## src/rtl/lc3_control_fsm.sv

```systemverilog
// rtl/lc3_control_fsm.sv - LC-3 multi-cycle control unit
// Sequences fetch/decode/execute and drives all datapath load, enable and select lines.
module lc3_control_fsm (
  input  logic        clk,
  input  logic        rst,
  input  logic [15:0] IR,
  input  logic        N,
  input  logic        Z,
  input  logic        P,
  input  logic        mem_rdy,
  output logic        mem_en,
  output logic        mem_we,
  output logic        enaALU,
  output logic        enaMARM,
  output logic        enaPC,
  output logic        enaMDR,
  output logic        ldPC,
  output logic        ldIR,
  output logic        ldMAR,
  output logic        ldMDR,
  output logic        regWE,
  output logic        flagWE,
  output logic        selEAB1,
  output logic [1:0]  selEAB2,
  output logic [1:0]  selPC,
  output logic        selMAR,
  output logic        selMDR,
  output logic [1:0]  aluControl,
  output logic [2:0]  SR1,
  output logic [2:0]  SR2,
  output logic [2:0]  DR,
  output logic        instr_done
);

  typedef enum logic [3:0] {
    S_FETCH0, S_FETCH1, S_FETCH2, S_DECODE,
    S_ALU_EX, S_BR_EX, S_JMP_EX, S_LEA_EX,
    S_ADDR, S_LD_MEM, S_LD_WB, S_ST_MDR, S_ST_MEM
  } state_t;

  state_t      state_q, state_d;
  logic [3:0]  opcode;
  logic        br_taken;
  logic        unused_ir_bits;

  assign opcode         = IR[15:12];
  assign br_taken       = (IR[11] & N) | (IR[10] & Z) | (IR[9] & P);
  // IR[5] (imm vs SR2) is resolved in the datapath; IR[4:3] carry no control meaning.
  assign unused_ir_bits = ^IR[5:3];

  always_ff @(posedge clk) begin
    if (rst) state_q <= S_FETCH0;
    else     state_q <= state_d;
  end

  always_comb begin
    state_d    = state_q;
    mem_en     = 1'b0;
    mem_we     = 1'b0;
    enaALU     = 1'b0;
    enaMARM    = 1'b0;
    enaPC      = 1'b0;
    enaMDR     = 1'b0;
    ldPC       = 1'b0;
    ldIR       = 1'b0;
    ldMAR      = 1'b0;
    ldMDR      = 1'b0;
    regWE      = 1'b0;
    flagWE     = 1'b0;
    selEAB1    = 1'b0;
    selEAB2    = 2'b00;
    selPC      = 2'b00;
    selMAR     = 1'b0;
    selMDR     = 1'b0;
    aluControl = 2'b00;
    SR1        = IR[8:6];
    SR2        = IR[2:0];
    DR         = IR[11:9];
    instr_done = 1'b0;

    case (state_q)
      S_FETCH0: begin
        enaPC   = 1'b1;
        ldMAR   = 1'b1;
        ldPC    = 1'b1;
        state_d = S_FETCH1;
      end
      S_FETCH1: begin
        mem_en = 1'b1;
        selMDR = 1'b1;
        ldMDR  = mem_rdy;
        if (mem_rdy) state_d = S_FETCH2;
      end
      S_FETCH2: begin
        enaMDR  = 1'b1;
        ldIR    = 1'b1;
        state_d = S_DECODE;
      end
      S_DECODE: begin
        case (opcode)
          4'b0001, 4'b0101, 4'b1001: state_d = S_ALU_EX;
          4'b0000:                   state_d = S_BR_EX;
          4'b1100:                   state_d = S_JMP_EX;
          4'b1110:                   state_d = S_LEA_EX;
          4'b0010, 4'b0110,
          4'b0011, 4'b0111:          state_d = S_ADDR;
          default: begin
            instr_done = 1'b1;
            state_d    = S_FETCH0;
          end
        endcase
      end
      S_ALU_EX: begin
        enaALU     = 1'b1;
        regWE      = 1'b1;
        flagWE     = 1'b1;
        aluControl = (opcode == 4'b0001) ? 2'b00 :
                     (opcode == 4'b0101) ? 2'b01 : 2'b10;
        instr_done = 1'b1;
        state_d    = S_FETCH0;
      end
      S_BR_EX: begin
        if (br_taken) begin
          selEAB2 = 2'b10;
          selPC   = 2'b01;
          ldPC    = 1'b1;
        end
        instr_done = 1'b1;
        state_d    = S_FETCH0;
      end
      S_JMP_EX: begin
        selEAB1    = 1'b1;
        selPC      = 2'b01;
        ldPC       = 1'b1;
        instr_done = 1'b1;
        state_d    = S_FETCH0;
      end
      S_LEA_EX: begin
        enaMARM    = 1'b1;
        selEAB2    = 2'b10;
        regWE      = 1'b1;
        flagWE     = 1'b1;
        instr_done = 1'b1;
        state_d    = S_FETCH0;
      end
      S_ADDR: begin
        // IR[14] separates base+offset6 (LDR/STR) from PC+offset9 (LD/ST); IR[12] marks stores.
        enaMARM = 1'b1;
        ldMAR   = 1'b1;
        selEAB1 = IR[14];
        selEAB2 = IR[14] ? 2'b01 : 2'b10;
        state_d = IR[12] ? S_ST_MDR : S_LD_MEM;
      end
      S_LD_MEM: begin
        mem_en = 1'b1;
        selMDR = 1'b1;
        ldMDR  = mem_rdy;
        if (mem_rdy) state_d = S_LD_WB;
      end
      S_LD_WB: begin
        enaMDR     = 1'b1;
        regWE      = 1'b1;
        flagWE     = 1'b1;
        instr_done = 1'b1;
        state_d    = S_FETCH0;
      end
      S_ST_MDR: begin
        SR1        = IR[11:9];
        enaALU     = 1'b1;
        aluControl = 2'b11;
        ldMDR      = 1'b1;
        state_d    = S_ST_MEM;
      end
      S_ST_MEM: begin
        mem_en = 1'b1;
        mem_we = 1'b1;
        if (mem_rdy) begin
          instr_done = 1'b1;
          state_d    = S_FETCH0;
        end
      end
      default: state_d = S_FETCH0;
    endcase

    if (rst) begin
      mem_en     = 1'b0;
      mem_we     = 1'b0;
      enaALU     = 1'b0;
      enaMARM    = 1'b0;
      enaPC      = 1'b0;
      enaMDR     = 1'b0;
      ldPC       = 1'b0;
      ldIR       = 1'b0;
      ldMAR      = 1'b0;
      ldMDR      = 1'b0;
      regWE      = 1'b0;
      flagWE     = 1'b0;
      selEAB1    = 1'b0;
      selEAB2    = 2'b00;
      selPC      = 2'b00;
      selMAR     = 1'b0;
      selMDR     = 1'b0;
      aluControl = 2'b00;
      SR1        = 3'b000;
      SR2        = 3'b000;
      DR         = 3'b000;
      instr_done = 1'b0;
    end
  end

endmodule

```

## config.mk

```make
export PLATFORM = sky130hd
export DESIGN_NAME = lc3_control_fsm
export DESIGN_NICKNAME = d
export VERILOG_FILES = /design/src/rtl/lc3_control_fsm.sv
export SDC_FILE = /design/constraint.sdc
export NUM_CORES = 1
export LEC_CHECK = 0
export CAP_MARGIN = 20
export CORE_MARGIN = 2
export CORE_UTILIZATION = 38
export CTS_CLUSTER_SIZE = 12
export DETAILED_ROUTE_END_ITERATION = 6
export PLACE_DENSITY = 0.94
export SKIP_CTS_REPAIR_TIMING = 1
export SKIP_LAST_GASP = 1
export SLEW_MARGIN = 20
export SYNTH_ARGS = -nofsm -noshare
export SYNTH_HDL_FRONTEND = slang
export SYNTH_SLANG_ARGS = --single-unit
```

## constraint.sdc

```tcl
create_clock -name clk -period 1.85 [get_ports clk]
set_input_delay 0.185 -clock clk [delete_from_list [all_inputs] [get_ports clk]]
set_output_delay 0.185 -clock clk [all_outputs]
set_load 0.03 [all_outputs]
```

==> impl_metrics.json <==
{
  "register_area_um2": 85.1,
  "worstPathArrival_ns": 1.57,
  "vias_per_cell": 5.27,
  "p_leak_nw": 0.560,
  "diodes": 0,
  "wirelength_um": 2450,
  "layoutNonFillerInstCount": 188,
  "reg2reg_from": "state_q[1]",
  "powerDensity_nw_per_um2": 405,
  "fin_crit_ns": 1.76,
  "start_util_pct": 40.0,
  "die_w_um": 49.2,
  "cts_buffers": 3,
  "vias": 991,
  "coreArea_um2": 1940,
  "worstSetupEndpointType": "output port",
  "syn_area_um2": 777,
  "antenna_found_initial": 0,
  "drive_above_1_share_pct": 34.8,
  "htreeDepth": 1,
  "ctsRootBufferMaster": "clkbuf_4",
  "crit_required_ns": 1.66,
  "hold_viol": 0,
  "fillerInstances": 187,
  "grt_max_degree": 22,
  "max_freq_mhz": 569,
  "cts_tree": "built",
  "rsz0062_at_grt": "false",
  "tns_ns": 0,
  "area.growth.synth_to_final_pct": 60.5,
  "maxCapViolCount": 0,
  "synth_edf_count": 0,
  "drc": 0,
  "holdPathEnd": "state_q[2]",
  "ys.flop_type": "dfxtp_1",
  "portBuffers": 47,
  "irDropWorstVdd_uv": 318,
  "timing.final.crit_share_pct": 95.0,
  "ios": 53,
  "regMostFlops": "state_q",
  "pre_cts_ws_ns": 0.111,
  "r2r_end": "state_q[2]",
  "drv_slew": 0,
  "drtAntennaViolNets": 0,
  "cts_max_path_buffers": 2,
  "syn_area_per_cell_um2": 6.82,
  "grt_pass1_vias": 849,
  "clock_latency_ns": 0.24,
  "layout_commonest_cell": "buf_4",
  "numClockSinks": 4,
  "row_count": 16,
  "r2r_slack_ns": 0.62,
  "async_reset_ff_share_pct": 0,
  "ys_warn_count": 0,
  "largest_reg_flops": 4,
  "top_regs": "state_q x4",
  "cp-start-kind": "register",
  "grt_first_pass_wirelength_um": 3960,
  "crit_type": "register to output port",
  "first_pass_iters": 4,
  "rr_worst_depth": 3,
  "hold_class": "register to register",
  "dieArea_um2": 2420,
  "gp_congestion": 0.824,
  "worstHoldStart": "state_q[3]",
  "dp_hpwl_um": 1870,
  "final_nets": 185,
  "post_drt_wl_per_cell_um": 13.0,
  "multi_input_comb_area_um2": 614,
  "grt_use_total_pct": 20.7,
  "drtIter0Drc": 22,
  "ys_types": 46,
  "hold_path_depth": 2,
  "gr-total-overflow": 0,
  "synthCells": 114,
  "fin_util_pct": 64.2,
  "synth.ff_latch_count": 4,
  "yosysSeqAreaShare_pct": 10.3,
  "dp.cells": 185,
  "holdWs_ns": 0.653,
  "die_h_um": 49.2,
  "report.final.setup_viol": 0,
  "status": "completed",
  "setup_ws_ns": 0.0925,
  "clk_pin_slew_ns": 0.04,
  "layout_common_cells": "40 x buf_4, 18 x clkdlybuf4s50_1, 10 x nor2b_1, 10 x nand2_1, 9 x a21oi_1",
  "fin_skew_ns": 0.00388,
  "crit_fanout": 13
}
==> stage by stage <==
stage	instance area (um^2)	total power [mW]
after floorplan	781	0.274
after global placement	1210	0.380
after detailed placement	1210	0.387
after CTS	1230	0.502
after global routing	1250	0.538
final	1250	0.505
==> cell usage after synthesis, types with 3 or more instances <==
| cell type | n | area, um^2 |
|---|---|---|
| nor2b_1 | 11 | 68.8 |
| buf_4 | 3 | 22.5 |
| clkbuf_1 | 3 | 11.3 |
| nor3_1 | 7 | 35.0 |
| mux2i_1 | 3 | 30.0 |
| a211oi_1 | 3 | 22.5 |
| and3_1 | 4 | 25.0 |
| nor2_1 | 7 | 26.3 |
| a31oi_1 | 3 | 18.8 |
| a21oi_1 | 9 | 45.0 |
| buf_2 | 7 | 35.0 |
| nand2_1 | 10 | 37.5 |
| dfxtp_1 | 4 | 80.1 |
==> critical path, cell delays in order (launching register included) <==
cell     delay (ns)
dfxtp_2        0.47
nand2_1        0.13
or3_4          0.40
o22ai_2        0.14
buf_4          0.19
==> per-layer routing <==
layer  GRT usage, %  wire [um]  part of all wire (%)  vias up
li1               -          -                     -      509
met1           26.2       1070                    44      450
met2           34.5       1240                    51       25
met3           3.99         91                   3.7        7
met4           7.14         48                   2.0        0
met5              0          0                     0        -
==> area by class of cell <==
type / count / share of cell area (%)
Clock buffer: 3 / 1.81
Inverter: 3 / 0.903
Multi-Input combinational cell: 93 / 49.2
Sequential cell: 4 / 6.82
Tap cell: 27 / 2.71
Timing Repair Buffer: 58 / 38.5
==> how the worst max path moves through the flow <==
| stage | startpoint | end | depth (start not counted) | slack, ns |
|---|---|---|---|---|
| 2_1_floorplan | state_q[0] | mem_en | 4 | 0.007 |
| 3_3_place_gp | IR[12] | instr_done | 5 | 0.16 |
| 3_5_place_dp | IR[12] | instr_done | 5 | 0.11 |
| 4_1_cts | state_q[3] | instr_done | 4 | -0.02 |
| 5_1_grt | IR[12] | instr_done | 5 | 0.006 |
| 6_report | state_q[1] | instr_done | 4 | 0.09 |
==> kinds of logic (layout without fill, tap and decap cells) <==
family | Yosys count | after routing | synth area share, %
buffers and inverters | 18 | 64 | 12.2
flip-flops | 4 | 4 | 10.3
AO/OA/AOI/OAI | 25 | 25 | 22.2
other | 1 | 2 | 0.483
AND/OR/NAND/NOR | 61 | 61 | 48.3
multiplexers | 4 | 4 | 5.31
XOR/XNOR | 1 | 1 | 1.13
==> report_power, final <==
group	leakage, nW	total (mW)	internal, mW	switching [mW]
sequential	0.0343	0.113	0.0938	0.0191
combinational	0.512	0.278	0.127	0.151
clock	0.0138	0.114	0.0729	0.0408
total	0.560	0.505	0.294	0.211
Note: power is estimated with default switching activity, not from simulation.
